==> config.mk <==
export PLATFORM = sky130hd
export DESIGN_NAME = pipe_depth_ctrl_flat
export DESIGN_NICKNAME = d
export VERILOG_FILES = /design/src/rtl/pipe_depth_ctrl_pkg.sv /design/src/rtl/pipe_depth_ctrl_if.sv /design/src/rtl/tmr_vote.sv /design/src/rtl/pipe_depth_ctrl.sv /design/src/flat_wrapper.sv
export SDC_FILE = /design/constraint.sdc
export NUM_CORES = 1
export LEC_CHECK = 0
export ABC_AREA = 0
export CAP_MARGIN = 20
export CORE_MARGIN = 2
export CORE_UTILIZATION = 50
export CTS_CLUSTER_DIAMETER = 100
export CTS_CLUSTER_SIZE = 8
export DETAILED_ROUTE_END_ITERATION = 7
export GPL_TIMING_DRIVEN = 0
export MAX_ROUTING_LAYER = met4
export PLACE_DENSITY = 0.78
export SYNTH_ARGS = -nofsm -noshare
export SYNTH_HDL_FRONTEND = slang
export SYNTH_SLANG_ARGS = --single-unit
==> constraint.sdc <==
create_clock -name CLK -period 3.2 [get_ports CLK]
set_clock_uncertainty 0.2 [all_clocks]
set_input_delay 0.48 -clock CLK [delete_from_list [all_inputs] [get_ports CLK]]
set_output_delay 0.48 -clock CLK [all_outputs]
set_load 0.02 [all_outputs]
==> src/rtl/pipe_depth_ctrl_pkg.sv <==
// Shared types and constants for the pipeline depth controller.
// Voted state encoding, depth/timer widths and the depth range check.
package pipe_depth_ctrl_pkg;

  typedef logic [8:0]  depth_t;
  typedef logic [10:0] timer_t;
  typedef logic [7:0]  cnt_t;

  typedef enum logic [2:0] {
    S_WAIT_RUN  = 3'd0,
    S_READY     = 3'd1,
    S_LOAD      = 3'd2,
    S_RESTART   = 3'd3,
    S_WAIT_DROP = 3'd4,
    S_FAULT     = 3'd5
  } state_t;

  localparam depth_t DEPTH_DEFAULT   = 9'd80;
  localparam depth_t DEPTH_MIN       = 9'd4;
  localparam depth_t DEPTH_MAX       = 9'd500;
  localparam timer_t RESTART_TIMEOUT = 11'd1023;

  function automatic logic depth_ok(input depth_t d, input depth_t lo, input depth_t hi);
    return (d >= lo) && (d <= hi);
  endfunction

endpackage

==> src/rtl/pipe_depth_ctrl_if.sv <==
// Configuration handshake plus pipe start sequencer link.
// master = requester/sequencer side, slave = the controller.
interface pipe_depth_ctrl_if;
  import pipe_depth_ctrl_pkg::*;

  logic   CFG_REQ;
  depth_t CFG_DEPTH;
  logic   CFG_ACK;
  logic   CFG_NAK;
  depth_t PDEPTH;
  logic   RESTART;
  logic   PIPE_RE;
  logic   READY;
  logic   ERR;
  cnt_t   RESTART_CNT;

  modport master (
    output CFG_REQ, CFG_DEPTH, PIPE_RE,
    input  CFG_ACK, CFG_NAK, PDEPTH, RESTART, READY, ERR, RESTART_CNT
  );

  modport slave (
    input  CFG_REQ, CFG_DEPTH, PIPE_RE,
    output CFG_ACK, CFG_NAK, PDEPTH, RESTART, READY, ERR, RESTART_CNT
  );

endinterface

==> src/rtl/tmr_vote.sv <==
// Bitwise 2-of-3 majority voter for triplicated registers.
module tmr_vote #(
  parameter int W = 1
) (
  input  logic [W-1:0] a,
  input  logic [W-1:0] b,
  input  logic [W-1:0] c,
  output logic [W-1:0] y
);

  assign y = (a & b) | (a & c) | (b & c);

endmodule

==> src/rtl/pipe_depth_ctrl.sv <==
// Pipeline depth controller: accepts depth changes, restarts the pipe and
// watches the restart for timeout. All state is triplicated and voted.
module pipe_depth_ctrl
  import pipe_depth_ctrl_pkg::*;
#(
  parameter depth_t DEFAULT_DEPTH = DEPTH_DEFAULT,
  parameter depth_t MIN_DEPTH     = DEPTH_MIN,
  parameter depth_t MAX_DEPTH     = DEPTH_MAX,
  parameter timer_t TIMEOUT       = RESTART_TIMEOUT
) (
  input logic              CLK,
  input logic              RST,
  pipe_depth_ctrl_if.slave bus
);

  // Three copies of each register; _v is the voted value all logic reads.
  logic [2:0][2:0] state_q;
  depth_t [2:0]    pdepth_q;
  timer_t [2:0]    timer_q;
  cnt_t [2:0]      cnt_q;
  logic [2:0]      err_q;
  logic [2:0]      via_q;
  logic [2:0]      nak_q;

  logic [2:0] state_raw;
  state_t     state_v, state_d;
  depth_t     pdepth_v, pdepth_d;
  timer_t     timer_v, timer_d;
  cnt_t       cnt_v, cnt_d;
  logic       err_v, err_d;
  logic       via_v, via_d;
  logic       nak_v, nak_d;
  logic       serve;

  tmr_vote #(.W(3))  u_vote_state  (.a(state_q[0]),  .b(state_q[1]),  .c(state_q[2]),  .y(state_raw));
  tmr_vote #(.W(9))  u_vote_pdepth (.a(pdepth_q[0]), .b(pdepth_q[1]), .c(pdepth_q[2]), .y(pdepth_v));
  tmr_vote #(.W(11)) u_vote_timer  (.a(timer_q[0]),  .b(timer_q[1]),  .c(timer_q[2]),  .y(timer_v));
  tmr_vote #(.W(8))  u_vote_cnt    (.a(cnt_q[0]),    .b(cnt_q[1]),    .c(cnt_q[2]),    .y(cnt_v));
  tmr_vote #(.W(1))  u_vote_err    (.a(err_q[0]),    .b(err_q[1]),    .c(err_q[2]),    .y(err_v));
  tmr_vote #(.W(1))  u_vote_via    (.a(via_q[0]),    .b(via_q[1]),    .c(via_q[2]),    .y(via_v));
  tmr_vote #(.W(1))  u_vote_nak    (.a(nak_q[0]),    .b(nak_q[1]),    .c(nak_q[2]),    .y(nak_v));

  assign state_v = state_t'(state_raw);

  // A request that was just rejected is ignored for one cycle so a
  // requester reacting on the next edge cannot collect a second NAK.
  assign serve = bus.CFG_REQ && !nak_v;

  always_comb begin
    // NOTE: every variable gets a default first so no path leaves it unassigned (no latches).
    state_d  = state_v;
    pdepth_d = pdepth_v;
    timer_d  = timer_v;
    cnt_d    = cnt_v;
    err_d    = err_v;
    via_d    = via_v;
    nak_d    = 1'b0;
    unique case (state_v)
      S_WAIT_DROP: begin
        timer_d = timer_v + 11'd1;
        if (!bus.PIPE_RE) begin
          state_d = S_WAIT_RUN;
        end else if (timer_v == TIMEOUT) begin
          state_d = S_FAULT;
          err_d   = 1'b1;
        end
      end
      S_WAIT_RUN: begin
        timer_d = timer_v + 11'd1;
        if (bus.PIPE_RE) begin
          state_d = S_READY;
          // Only a run reached through a restart counts; the post-reset one does not.
          if (via_v) begin
            via_d = 1'b0;
            if (cnt_v != 8'hFF) cnt_d = cnt_v + 8'd1;
          end
        end else if (timer_v == TIMEOUT) begin
          state_d = S_FAULT;
          err_d   = 1'b1;
        end
      end
      S_READY, S_FAULT: begin
        if (state_v == S_FAULT) err_d = 1'b1;
        if (serve) begin
          if (depth_ok(bus.CFG_DEPTH, MIN_DEPTH, MAX_DEPTH)) state_d = S_LOAD;
          else                                               nak_d   = 1'b1;
        end
      end
      S_LOAD: begin
        pdepth_d = bus.CFG_DEPTH;
        via_d    = 1'b1;
        state_d  = S_RESTART;
      end
      S_RESTART: begin
        timer_d = '0;
        state_d = S_WAIT_DROP;
      end
      default: state_d = S_WAIT_RUN;
    endcase
  end

  // NOTE: state is updated with non-blocking assignments so every copy samples the same voted values.
  always_ff @(posedge CLK or posedge RST) begin
    if (RST) begin
      state_q  <= {3{S_WAIT_RUN}};
      pdepth_q <= {3{DEFAULT_DEPTH}};
      timer_q  <= '0;
      cnt_q    <= '0;
      err_q    <= '0;
      via_q    <= '0;
      nak_q    <= '0;
    end else begin
      state_q  <= {3{state_d}};
      pdepth_q <= {3{pdepth_d}};
      timer_q  <= {3{timer_d}};
      cnt_q    <= {3{cnt_d}};
      err_q    <= {3{err_d}};
      via_q    <= {3{via_d}};
      nak_q    <= {3{nak_d}};
    end
  end

  assign bus.READY       = (state_v == S_READY);
  assign bus.RESTART     = (state_v == S_RESTART);
  assign bus.CFG_ACK     = (state_v == S_LOAD);
  assign bus.CFG_NAK     = nak_v;
  assign bus.PDEPTH      = pdepth_v;
  assign bus.ERR         = err_v;
  assign bus.RESTART_CNT = cnt_v;

endmodule
==> src/flat_wrapper.sv <==
// flat-port wrapper written by rule: the top's interface ports become plain ports
module pipe_depth_ctrl_flat import pipe_depth_ctrl_pkg::*;
#(
  parameter depth_t DEFAULT_DEPTH = DEPTH_DEFAULT,
  parameter depth_t MIN_DEPTH     = DEPTH_MIN,
  parameter depth_t MAX_DEPTH     = DEPTH_MAX,
  parameter timer_t TIMEOUT       = RESTART_TIMEOUT
)
  (CLK, RST, bus_CFG_REQ, bus_CFG_DEPTH, bus_PIPE_RE, bus_CFG_ACK, bus_CFG_NAK, bus_PDEPTH, bus_RESTART, bus_READY, bus_ERR, bus_RESTART_CNT);
  pipe_depth_ctrl_if bus_i ();
  input logic CLK;
  input logic RST;
  input wire logic [$bits(bus_i.CFG_REQ)-1:0] bus_CFG_REQ;
  input wire logic [$bits(bus_i.CFG_DEPTH)-1:0] bus_CFG_DEPTH;
  input wire logic [$bits(bus_i.PIPE_RE)-1:0] bus_PIPE_RE;
  output wire logic [$bits(bus_i.CFG_ACK)-1:0] bus_CFG_ACK;
  output wire logic [$bits(bus_i.CFG_NAK)-1:0] bus_CFG_NAK;
  output wire logic [$bits(bus_i.PDEPTH)-1:0] bus_PDEPTH;
  output wire logic [$bits(bus_i.RESTART)-1:0] bus_RESTART;
  output wire logic [$bits(bus_i.READY)-1:0] bus_READY;
  output wire logic [$bits(bus_i.ERR)-1:0] bus_ERR;
  output wire logic [$bits(bus_i.RESTART_CNT)-1:0] bus_RESTART_CNT;
  assign bus_i.CFG_REQ = bus_CFG_REQ;
  assign bus_i.CFG_DEPTH = bus_CFG_DEPTH;
  assign bus_i.PIPE_RE = bus_PIPE_RE;
  assign bus_CFG_ACK = bus_i.CFG_ACK;
  assign bus_CFG_NAK = bus_i.CFG_NAK;
  assign bus_PDEPTH = bus_i.PDEPTH;
  assign bus_RESTART = bus_i.RESTART;
  assign bus_READY = bus_i.READY;
  assign bus_ERR = bus_i.ERR;
  assign bus_RESTART_CNT = bus_i.RESTART_CNT;
  pipe_depth_ctrl #(.DEFAULT_DEPTH(DEFAULT_DEPTH), .MIN_DEPTH(MIN_DEPTH), .MAX_DEPTH(MAX_DEPTH), .TIMEOUT(TIMEOUT)) u_core (.CLK(CLK), .RST(RST), .bus(bus_i));
endmodule
==> impl_metrics.yaml <==
status:
  status: "finished, final reports clean"
timing:
  max_freq_mhz: 354
  rsz0062_at_grt: "no"
  slew_viol_final: 0
  fin_crit_ps: 2830
  timing.final.ws_setup_ps: 372
  max_slew_margin: 0.567
  setup-violations-final: 0
  finalSetupTns_ps: 0
  tightest_slew_ps: 644
  post-route-period-util: 0.884
  finalHoldViolations: 0
grt:
  grt_pass1_wl_mm: 5.62
  track_usage: 0.211
  first_global_vias: 1281
  grt_remaining_overflow: 0
  antenna_found_initial: 0
  grt_max_degree: 25
setup_path:
  critPathRequiredTime_ps: 2520
  crit_family: "buffers and inverters"
  cp.arrival_ps: 2150
  crit_path_max_fanout: 10
  cp-end-kind: "primary output"
  critPathBufInv: 3
  cp-start-kind: "register"
  worst_path_most_repeated_cell: "buf_2"
  critPathKind: "reg2out"
  worst_path_max_delay_cell: "clkdlybuf4s50_1"
  crit_path_max_incr_delay_ps: 640
  crit_chain: "buf_2 -> nor2_1 -> and2_1 -> buf_2 -> clkdlybuf4s50_1"
  r2r_slack_ps: 1210
clock_tree:
  cts_tree: "done"
  root_buffer: "clkbuf_4"
  cts_max_level: 2
  clkLatencyLatePin_ps: 330
  clk_path_buf_depth: 2
  numClockSinks: 34
  post-cts-setup-buffers: 0
  cts_made_buffers: 5
  clk_pin_slew_ps: 100
  hold_buffers: 0
  cts_resized: 0
place:
  hpwl_mm: 2.50
  dp_slack_ps: 738
  place_congestion: 0.799
  numPortBuffers: 33
routing:
  wl_met1_mm: 1.46
  wirelength_mm: 3.31
  vias_per_cell: 5.37
  ant_nets: 0
  first_pass_iters: 4
  num_vias: 1256
  drc: 0
  wl_per_cell_um: 14.1
  top_layer_used: "met4"
  drtIter0Drc: 73
  wl_met3_um: 178
  met2_wirelength_mm: 1.63
pwr:
  ir_drop_v: 0.000485
  pwr_density_cell_mw_per_mm2: 793
  design_power_total_mw: 1.67
  p_leak_nw: 0.939
synth:
  synthesis.nets: 164
  yosysTopAreaCell: "dfrtp_1"
  ys.flop_type: "dfrtp_1"
  synth_cells: 149
  avgSynthCellArea_um2: 11.0
  ys_warn_count: 0
  synth_edf_count: 0
  synth_top_area_frac: 0.487
  synth_cell_type_count: 40
  yosysSeqAreaShare: 0.519
  synth_seq_cells: 34
  yosys-top-cells-area: "dfrtp_1 (49%), mux2_1 (4.8%), nand3_1 (4.0%), mux2i_1 (3.7%), nand2_1 (3.4%)"
  synth_area_mm2: 0.00165
  synthArstFlopShare: 1.00
finish:
  fill_cells: 262
  area_growth_pct: 27.8
  drive_above_1_share: 0.116
  layout.nets: 205
  final_cell_mix: "clkdlybuf4s50_1 (33), dfrtp_1 (32), nand2_1 (15)"
  num_antenna_cells: 0
  final_common_cell: "clkdlybuf4s50_1"
floorplanning:
  ios: 35
  row_count: 20
  core_mm2: 0.00310
  die_area_mm2: 0.00377
  start_util: 0.530
  dieWidth_um: 61.4
  die_h_um: 61.4
hold_path:
  hold_class: "in2async"
run:
  drv_cap: 0
[state kept, by name, summed over array words and instances (netlist names)]
register and flops:
u_core.pdepth_q 9, u_core.cnt_q 8, u_core.nak_q 1, u_core.err_q 1
u_core.via_q 1, u_core.timer_q 11, u_core.state_q 3
[worst paths after layout]
kind | startpoint | end | cells past startpoint
setup / recovery | u_core.state_q[2] | bus_CFG_ACK | 5
hold / removal | RST | u_core.timer_q[2] | 2
setup reg to reg | u_core.timer_q[0] | u_core.state_q[2] | 5
hold reg to reg | u_core.via_q[0] | u_core.via_q[0] | 1
max in group asynchronous | RST | u_core.pdepth_q[4] | 3
min in group CLK | u_core.via_q[0] | u_core.via_q[0] | 1
[metrics by stage]
stage / utilization / std cells / area [um^2] / hold WS, ps
CTS: 0.678 / 234 / 2100 / 274
global placement: 0.654 / 226 / 2030 / 258
detailed placement: 0.663 / 227 / 2060 / 268
finish: 0.678 / 234 / 2100 / 258
floorplan: - / 149 / 1650 / 242
global route: 0.678 / 234 / 2100 / 296
[power breakdown]
| part | switching, mW | internal [mW] | total, mW | leakage (nW) |
|---|---|---|---|---|
| Combinational | 0.400 | 0.364 | 0.764 | 0.480 |
| Clock | 0.136 | 0.0828 | 0.219 | 0.0254 |
| Sequential | 0.112 | 0.572 | 0.684 | 0.433 |
| Total | 0.649 | 1.02 | 1.67 | 0.939 |
[cell usage after synthesis, types with 4 or more instances]
library cell and count:
xor2_1 6, nand3_1 13, nand4_1 4, dfrtp_1 32, nand2_1 15, o21ai_0 4
nor2_1 7, inv_1 5, mux2_1 7, mux2i_1 6, o211ai_1 4
[metal layers]
layer  up-vias  track usage
li1        616            -
met2        41        0.339
met5         -            -
met1       594        0.256
met4         0       0.0699
met3         5       0.0609
[final cells by class]
type	instances	area [um^2]	share of cell area
multi-input cells	105	751	0.357
inverters	5	18.8	0.00892
plain buffers	5	22.5	0.0107
repair buffers	34	358	0.170
flip-flops and latches	34	853	0.406
well taps	44	55.1	0.0262
clock buffers	7	45.0	0.0214
[kinds of logic after synthesis]
group,synth area share
multiplexers,0.105
AO/OA/AOI/OAI,0.108
XOR/XNOR,0.0373
adder cells (fa/ha/maj),0.0152
AND/OR/NAND/NOR,0.191
buffers and inverters,0.0251
flip-flops,0.519
(Power assumes the default switching activity.)
